--- src/rtl/stream_common_pkg.sv ---
// stream_common -- shared symbol-layout helpers and scoreboard state type.
// Rev 1.0
`default_nettype none

package stream_common;

  localparam int MaxSymbols = 16;

  typedef logic [MaxSymbols*32-1:0] sym_bits_t;

  typedef enum logic [0:0] {
    SB_RUN  = 1'b0,
    SB_FAIL = 1'b1
  } sb_state_e;

  // Sum of the first num symbol widths, each packed as a 32-bit slice.
  function automatic int calc_total(input sym_bits_t bits, input int num);
    int total;
    total = 0;
    for (int i = 0; i < MaxSymbols; i++) begin
      if (i < num) total += int'(bits[i*32 +: 32]);
    end
    return total;
  endfunction

  function automatic int calc_offset(input sym_bits_t bits, input int idx);
    int off;
    off = 0;
    for (int i = 0; i < MaxSymbols; i++) begin
      if (i < idx) off += int'(bits[i*32 +: 32]);
    end
    return off;
  endfunction

endpackage

`default_nettype wire

--- src/rtl/stream_sb_fifo.sv ---
// stream_sb_fifo -- expected-word buffer with wrap-around pointers (extra MSB).
// Rev 1.0
`default_nettype none

module stream_sb_fifo #(
  parameter int Width = 11,
  parameter int Depth = 16
) (
  input  logic             clk,
  input  logic             rst_n,
  input  logic             push,
  input  logic [Width-1:0] push_data,
  input  logic             pop,
  output logic [Width-1:0] head,
  output logic             full,
  output logic             empty
);

  localparam int Aw = $clog2(Depth);

  logic [Width-1:0] mem [Depth];
  logic [Aw:0]      wr_ptr;
  logic [Aw:0]      rd_ptr;

  assign empty = (wr_ptr == rd_ptr);
  assign full  = (wr_ptr[Aw] != rd_ptr[Aw]) && (wr_ptr[Aw-1:0] == rd_ptr[Aw-1:0]);
  assign head  = mem[rd_ptr[Aw-1:0]];

  always_ff @(posedge clk) begin
    if (push && !full) mem[wr_ptr[Aw-1:0]] <= push_data;
  end

  always_ff @(posedge clk or negedge rst_n) begin
    if (!rst_n) begin
      wr_ptr <= '0;
      rd_ptr <= '0;
    end else begin
      if (push && !full) wr_ptr <= wr_ptr + 1'b1;
      if (pop && !empty) rd_ptr <= rd_ptr + 1'b1;
    end
  end

endmodule

`default_nettype wire

--- src/rtl/stream_scoreboard.sv ---
// stream_scoreboard -- in-order expected-vs-observed stream checker; watchdog
// built only with macro STREAM_SCOREBOARD_TIMEOUT_EN. Rev 1.0
`default_nettype none

module stream_scoreboard
  import stream_common::*;
#(
  parameter int                       NumSymbols    = 2,
  parameter logic [NumSymbols*32-1:0] SymbolBits    = {32'd8, 32'd2},
  parameter int                       Depth         = 16,
  parameter int                       StopOnError   = 0,
  parameter int                       TimeoutCycles = 1024,
  parameter int                       CountBits     = 16,
  localparam int                      W             = calc_total(sym_bits_t'(SymbolBits), NumSymbols)
) (
  input  logic                  clk,
  input  logic                  rst_n,
  input  logic                  exp_valid,
  output logic                  exp_ready,
  input  logic [W-1:0]          exp_data,
  input  logic                  exp_last,
  input  logic                  din_valid,
  input  logic                  din_ready,
  input  logic [W-1:0]          din_data,
  input  logic                  din_last,
  output logic [NumSymbols-1:0] sym_mismatch,
  output logic                  mismatch,
  output logic [CountBits-1:0]  match_count,
  output logic [CountBits-1:0]  err_count,
  output logic                  done,
  output logic                  err,
  output logic                  timeout
);

  localparam sym_bits_t SymBitsExt = sym_bits_t'(SymbolBits);

  sb_state_e             state;
  sb_state_e             state_next;
  logic                  full;
  logic                  empty;
  logic                  push;
  logic                  pop;
  logic                  txn;
  logic                  underflow;
  logic                  last_diff;
  logic                  cmp_bad;
  logic                  clean;
  logic                  err_event;
  logic                  wd_trip;
  logic [W:0]            head;
  logic [NumSymbols-1:0] sym_diff;
  logic [NumSymbols-1:0] sym_next;

  assign exp_ready = rst_n & ~full & (state == SB_RUN);
  assign push      = exp_valid & exp_ready;
  assign txn       = din_valid & din_ready & (state == SB_RUN);
  assign underflow = txn & empty;
  assign pop       = txn & ~empty;

  stream_sb_fifo #(
    .Width (W + 1),
    .Depth (Depth)
  ) u_fifo (
    .clk       (clk),
    .rst_n     (rst_n),
    .push      (push),
    .push_data ({exp_last, exp_data}),
    .pop       (pop),
    .head      (head),
    .full      (full),
    .empty     (empty)
  );

  // Case inequality so that X/Z on either side counts as a mismatch.
  for (genvar g = 0; g < NumSymbols; g++) begin : g_sym
    localparam int Off = calc_offset(SymBitsExt, g);
    localparam int Sw  = int'(SymBitsExt[g*32 +: 32]);
    assign sym_diff[g] = (head[Off +: Sw] !== din_data[Off +: Sw]);
  end

  assign last_diff = (head[W] !== din_last);

  always_comb begin
    sym_next = sym_diff;
    if (underflow || last_diff) sym_next = '1;
  end

  assign cmp_bad   = txn & (|sym_next);
  assign clean     = txn & ~(|sym_next);
  assign err_event = cmp_bad | wd_trip;

  always_ff @(posedge clk or negedge rst_n) begin
    if (!rst_n) begin
      sym_mismatch <= '0;
      mismatch     <= 1'b0;
      match_count  <= '0;
      err_count    <= '0;
      done         <= 1'b0;
      err          <= 1'b0;
    end else begin
      mismatch <= cmp_bad;
      if (txn) sym_mismatch <= sym_next;
      if (clean && (match_count != '1)) match_count <= match_count + 1'b1;
      if (err_event && (err_count != '1)) err_count <= err_count + 1'b1;
      if (pop && head[W]) done <= 1'b1;
      if (err_event) err <= 1'b1;
    end
  end

  always_ff @(posedge clk or negedge rst_n) begin
    if (!rst_n) state <= SB_RUN;
    else        state <= state_next;
  end

  always_comb begin
    state_next = state;
    if ((state == SB_RUN) && (StopOnError != 0) && err_event) state_next = SB_FAIL;
  end

`ifdef STREAM_SCOREBOARD_TIMEOUT_EN
  localparam int WdBits = $clog2(TimeoutCycles + 1);

  logic [WdBits-1:0] wd_count;
  logic              wd_active;
  logic              timeout_q;

  // The trip fires on the cycle the count would reach TimeoutCycles.
  assign wd_active = ~empty & ~txn & (state == SB_RUN);
  assign wd_trip   = wd_active && (wd_count == WdBits'(TimeoutCycles - 1));
  assign timeout   = timeout_q;

  always_ff @(posedge clk or negedge rst_n) begin
    if (!rst_n) begin
      wd_count  <= '0;
      timeout_q <= 1'b0;
    end else begin
      if (txn || wd_trip) wd_count <= '0;
      else if (wd_active) wd_count <= wd_count + 1'b1;
      if (wd_trip) timeout_q <= 1'b1;
    end
  end
`else
  assign wd_trip = 1'b0;
  assign timeout = 1'b0;
`endif

endmodule

`default_nettype wire

--- config.mk ---
export PLATFORM = sky130hd
export DESIGN_NAME = stream_scoreboard
export DESIGN_NICKNAME = d
export VERILOG_FILES = /design/src/rtl/stream_common_pkg.sv /design/src/rtl/stream_sb_fifo.sv /design/src/rtl/stream_scoreboard.sv
export SDC_FILE = /design/constraint.sdc
export NUM_CORES = 1
export LEC_CHECK = 0
export CAP_MARGIN = 30
export CELL_PAD_IN_SITES_DETAIL_PLACEMENT = 1
export CELL_PAD_IN_SITES_GLOBAL_PLACEMENT = 2
export CORE_UTILIZATION = 47
export CTS_CLUSTER_DIAMETER = 40
export DETAILED_ROUTE_END_ITERATION = 6
export GPL_ROUTABILITY_DRIVEN = 0
export HOLD_SLACK_MARGIN = 0.02
export PLACE_DENSITY = 0.84
export SYNTH_ARGS = -nofsm -noshare
export SYNTH_HDL_FRONTEND = slang
export SYNTH_SLANG_ARGS = --single-unit
--- constraint.sdc ---
create_clock -name clk -period 6.4 [get_ports clk]
set_clock_uncertainty 0.1 [all_clocks]
set_input_delay 1.92 -clock clk [delete_from_list [all_inputs] [get_ports clk]]
set_output_delay 1.92 -clock clk [all_outputs]
set_load 0.005 [all_outputs]
* Word level (Yosys, flattened, before mapping)
Memory sizes are Yosys's and may differ from the RTL's.
Index checks and enable logic that the tools add are counted.
** Operators by class
- Add/subtract/negate cells :: 4
- Bitwise operators :: 10
- Multiplexer cells :: 3
- Reduce and logical (&&, ||, !) cells :: 10
- Equality and inequality tests :: 8
** Operators with widths (number)
- $add A16 B1 Y16 const B :: 2
- $ne A16 B16 Y1 const B :: 2
- $add A5 B1 Y5 const B :: 2
- $nex A8 B8 Y1 :: 1
- $and A1 B1 Y1 :: 7
- $logic_and A1 B1 Y1 :: 6
- $eq A5 B5 Y1 :: 1
- $eq A4 B4 Y1 :: 1
- $not A1 Y1 :: 3
- $logic_not A1 Y1 :: 2
- $mux W1 :: 2
- $mux W2 :: 1
- $nex A2 B2 Y1 :: 1
- $reduce_or A2 Y1 :: 1
- $logic_or A1 B1 Y1 :: 1
- $ne A1 B1 Y1 :: 1
- $nex A1 B1 Y1 :: 1
** Word-level totals
- Word-level logic and storage cells :: 44
- Output and inout bits :: 39
- Memory bits (writable) :: 176
- Register bits :: 47
- Memories :: 1
- Input bits :: 27
** Memories
- u_fifo.mem :: depth 16, bits a word 11, read ports 1, clocked after memory_dff 0, write ports 1, line stream_sb_fifo.sv:21 : logic [Width-1:0] mem [Depth];

* Longest topological paths before layout
- Depth after elaboration :: 8
- Gate-level depth with buffers :: 14
- Mapped depth without buffers :: 9

* By module
A second synthesis with hierarchy kept.
** Unflattened totals
- Cell total of the unflattened synthesis :: 537
- Area total of the unflattened synthesis :: 9354.0 µm²
** By module, submodules not included
- stream_sb_fifo :: times used 1, sequential area each 5535.3 µm², cells each 349, area an instance 7354.6 µm²
- stream_scoreboard :: times used 1, sequential area each 925.9 µm², cells each 188, area an instance 1999.4 µm²

* Least setup slack after synthesis
No wires, ideal clock.
- Path kind :: input to output
- Start :: in rst_n
- End :: out exp_ready
- Arrival time :: 2038 ps
- Required time :: 4380 ps
- Stages on the path :: 1
- Path slack :: 2342 ps
- Buffers on the path :: 0
- Path through :: o21a_1
** Between the ends
- Longest elaborated chain between the ends :: 1
** RTL lines
- from (decl) :: line stream_scoreboard.sv:17 : input logic rst_n,
- $and A1 B1 Y1 :: line stream_scoreboard.sv:54 : assign exp_ready = rst_n & ~full & (state == SB_RUN);
- to (decl) :: line stream_scoreboard.sv:19 : output logic exp_ready,
No other way between the ends.

* Worst setup path after layout
Ends and elaborated chain as after synthesis.

==> flow_results.xml <==
<?xml version="1.0" encoding="UTF-8"?>
<metrics>
  <group name="setup_path">
    <metric name="crit-reg2reg-launch" unit="">u_fifo.rd_ptr[3]</metric>
    <metric name="timing.reg2reg.worst_path_depth" unit="">8</metric>
    <metric name="worst-path-max-fanout" unit="">2</metric>
    <metric name="crit_arrival" unit="ps">2780</metric>
    <metric name="crit_path_end_kind" unit="">output port</metric>
    <metric name="crit_slowest_cell" unit="">sky130_fd_sc_hd__clkdlybuf4s50_1</metric>
    <metric name="timing.critical_path.from" unit="">rst_n</metric>
    <metric name="timing_worst_setup_path_type" unit="">in -&gt; out</metric>
    <metric name="endpoint_required_time_on_the_critical_path" unit="ps">4380</metric>
    <metric name="cp_slowest_stage_delay" unit="ps">520</metric>
    <metric name="startpoint_class" unit="">input port</metric>
    <metric name="critical_path.cell_chain" unit="">buf_2 &gt; o21a_1 &gt; clkdlybuf4s50_1</metric>
    <metric name="reg2reg_slack" unit="ps">1810</metric>
  </group>
  <group name="route">
    <metric name="vias" unit="">5380</metric>
    <metric name="finalWirelength" unit="um">23200</metric>
    <metric name="drt-initial-drc-count" unit="">335</metric>
    <metric name="routedWlPerCell" unit="um">24.1</metric>
    <metric name="viasPerCell" unit="">5.58</metric>
    <metric name="post_route_drc" unit="">0</metric>
    <metric name="postRouteAntennaNets" unit="">0</metric>
    <metric name="detailedRoute.firstPassIterationCount" unit="">4</metric>
  </group>
  <group name="timing">
    <metric name="setup_ws" unit="ps">1600</metric>
    <metric name="layout_worst_path_cycle_share" unit="">0.749</metric>
    <metric name="fmaxAchievable" unit="MHz">209</metric>
    <metric name="grt_setup_unrepaired" unit="">no</metric>
    <metric name="max-slew-margin-rel" unit="">0.349</metric>
    <metric name="maxSlewViolCount" unit="">0</metric>
    <metric name="worstMarginPinSlew" unit="ps">976</metric>
    <metric name="period_needed" unit="ps">4800</metric>
    <metric name="final_layout_setup_total_negative_slack" unit="ps">0</metric>
    <metric name="worst_hold_slack" unit="ps">372</metric>
    <metric name="report.final.setup_viol" unit="">0</metric>
    <metric name="timing.final.hold_violations" unit="">0</metric>
  </group>
  <group name="clocking">
    <metric name="postCtsSetupBuffers" unit="">0</metric>
    <metric name="cts.reportedPaths.clkPinSlew" unit="ps">50</metric>
    <metric name="clock_insertion_delay_worst_skew" unit="ps">540</metric>
    <metric name="cts.root.buffer_cell" unit="">sky130_fd_sc_hd__clkbuf_16</metric>
    <metric name="numCtsBuffers" unit="">31</metric>
    <metric name="cts_tree" unit="">done</metric>
    <metric name="cts-root-to-sink-buffers" unit="">3</metric>
    <metric name="cts.sinks" unit="">223</metric>
    <metric name="h-tree-depth" unit="">1</metric>
    <metric name="cts.hold.buffers_added" unit="">0</metric>
    <metric name="cts.repair.resized" unit="">0</metric>
  </group>
  <group name="logic_synthesis">
    <metric name="synth_area_leader_cell" unit="">sky130_fd_sc_hd__edfxtp_1</metric>
    <metric name="yosys-top-cells-area" unit="">sky130_fd_sc_hd__edfxtp_1 (56%), sky130_fd_sc_hd__dfrtp_1 (13%), sky130_fd_sc_hd__mux2i_1 (5.6%), sky130_fd_sc_hd__mux4_2 (4.3%), sky130_fd_sc_hd__xnor2_1 (3.1%)</metric>
    <metric name="synth_most_common_cell" unit="">sky130_fd_sc_hd__edfxtp_1</metric>
    <metric name="synth-edff-count" unit="">176</metric>
    <metric name="yosysUniqueCellTypes" unit="">50</metric>
    <metric name="synthesis.nets" unit="">620</metric>
    <metric name="synth_async_sr_flop_share" unit="">0.211</metric>
    <metric name="seq_area_frac_synth" unit="">0.687</metric>
    <metric name="netlist_area" unit="um2">9410</metric>
    <metric name="syn_avg_cell_area" unit="um2">16.1</metric>
    <metric name="synth_cells" unit="">586</metric>
    <metric name="synthDominantCellAreaShare" unit="">0.562</metric>
    <metric name="synthFlopType" unit="">sky130_fd_sc_hd__edfxtp_1</metric>
    <metric name="yosys_warnings" unit="">0</metric>
    <metric name="synth.cells.most_frequent" unit="">sky130_fd_sc_hd__edfxtp_1 (176), sky130_fd_sc_hd__mux2i_1 (53), sky130_fd_sc_hd__dfrtp_1 (47)</metric>
    <metric name="ys_ff_latch" unit="">223</metric>
  </group>
  <group name="min_path">
    <metric name="whs_path_depth" unit="">1</metric>
    <metric name="timing.hold.worst.class" unit="">reg -&gt; reg</metric>
    <metric name="worstHoldStart" unit="">err</metric>
  </group>
  <group name="die">
    <metric name="die_h" unit="um">143</metric>
    <metric name="core-area" unit="um2">19500</metric>
    <metric name="start_util" unit="">0.482</metric>
    <metric name="io-pin-count" unit="">66</metric>
    <metric name="die-area" unit="um2">20600</metric>
    <metric name="placement_rows" unit="">51</metric>
    <metric name="die_width" unit="um">143</metric>
  </group>
  <group name="place">
    <metric name="placed_cells" unit="">908</metric>
    <metric name="port_buffer_count" unit="">64</metric>
    <metric name="placement.cell_area" unit="um2">10400</metric>
    <metric name="preCtsSetupSlack" unit="ps">1270</metric>
    <metric name="hpwl" unit="um">14600</metric>
  </group>
  <group name="layout">
    <metric name="finish.utilization" unit="">0.586</metric>
    <metric name="areaGrowthSynthToFinish" unit="%">21.7</metric>
    <metric name="postLayoutCellArea" unit="um2">11400</metric>
    <metric name="layout-drive-gt1-share" unit="">0.166</metric>
    <metric name="finalNonFillerCells" unit="">965</metric>
    <metric name="num-nets-final" unit="">710</metric>
    <metric name="layout.filler_cells" unit="">1822</metric>
    <metric name="antennaDiodeCount" unit="">0</metric>
  </group>
  <group name="grt">
    <metric name="largest_net_degree_at_the_start_of_global_routing" unit="">48</metric>
    <metric name="grtUsageTotal" unit="">0.237</metric>
    <metric name="grt_antenna_before_repair" unit="">0</metric>
    <metric name="wire_length_of_the_first_global_routing_pass" unit="um">35100</metric>
    <metric name="first_global_vias" unit="">5829</metric>
    <metric name="overflow" unit="">0</metric>
  </group>
  <group name="run">
    <metric name="maxCapViolations" unit="">0</metric>
  </group>
  <group name="pwr">
    <metric name="power.density_cell_area" unit="nW/um2">412</metric>
    <metric name="worst_ir_drop_vdd" unit="mV">0.255</metric>
    <metric name="power.leakage" unit="nW">4.16</metric>
    <metric name="finalPower" unit="mW">4.71</metric>
  </group>
  <group name="status">
    <metric name="status" unit="">completed</metric>
  </group>
</metrics>
[cell families after synthesis]
logic type,after synthesis,synth area share
AO/OA/AOI/OAI,44,0.0379
XOR/XNOR,56,0.0521
adder cells (fa/ha/maj),7,0.00931
buffers and inverters,33,0.0235
flip-flops,223,0.687
multiplexers,82,0.113
other,1,0.000399
AND/OR/NAND/NOR,140,0.0769
[area by class of cell]
| class | instances | area, um2 | share of cell area |
|---|---|---|---|
| Tap cell | 265 | 332 | 0.0290 |
| Timing Repair Buffer | 82 | 817 | 0.0714 |
| Multi-Input combinational cell | 330 | 2760 | 0.241 |
| Sequential cell | 223 | 6460 | 0.565 |
| Clock buffer | 37 | 838 | 0.0732 |
| Clock inverter | 20 | 203 | 0.0177 |
| Inverter | 8 | 30.0 | 0.00262 |
[worst paths after layout]
path,to
setup / recovery,exp_ready
max in group asynchronous,u_fifo.rd_ptr[0]
hold / removal,err
min in group asynchronous,err_count[1]
hold reg to reg,err
setup reg to reg,match_count[1]
[cells in the final DEF (no fill, tap or decap), types with 8 or more instances in the layout]
| master | netlist | routed |
|---|---|---|
| sky130_fd_sc_hd__a22oi_1 | 12 | 12 |
| sky130_fd_sc_hd__buf_4 | 3 | 12 |
| sky130_fd_sc_hd__clkbuf_16 | 0 | 31 |
| sky130_fd_sc_hd__clkdlybuf4s50_1 | 0 | 63 |
| sky130_fd_sc_hd__dfrtp_1 | 47 | 46 |
| sky130_fd_sc_hd__edfxtp_1 | 176 | 176 |
| sky130_fd_sc_hd__inv_1 | 8 | 8 |
| sky130_fd_sc_hd__mux2i_1 | 53 | 53 |
| sky130_fd_sc_hd__mux4_2 | 18 | 18 |
| sky130_fd_sc_hd__nand2_1 | 32 | 32 |
| sky130_fd_sc_hd__nand3_1 | 17 | 17 |
| sky130_fd_sc_hd__nand4_1 | 13 | 13 |
| sky130_fd_sc_hd__nor2_1 | 29 | 23 |
| sky130_fd_sc_hd__xnor2_1 | 33 | 33 |
| sky130_fd_sc_hd__xor2_1 | 23 | 23 |
[registers in the layout, indices dropped and copies added (netlist names)]
name and cells:
done 1, u_fifo.rd_ptr 5, err_count 16, u_fifo.mem 176, match_count 16, u_fifo.wr_ptr 5, sym_mismatch 2, mismatch 1
err 1
[report_power, final]
part	total [mW]	switching [mW]	internal [mW]
combinational	1.15	0.609	0.543
clock	1.69	0.634	1.06
sequential	1.87	0.189	1.68
[worst max-delay path, delay by kind of cell]
kind	cells	cell delay [ps]
AOI/OAI and AO/OA	1	190
buffers and inverters	2	660
[layer usage]
layer  share of wire  vias to the layer above  global-route usage
li1                -                     2414                   -
met5               0                        -                   0
met1            0.43                     2799               0.311
met3           0.048                       32              0.0367
met2            0.51                      135               0.412
met4           0.017                        0              0.0582
Power figures use the tool's default switching activity.
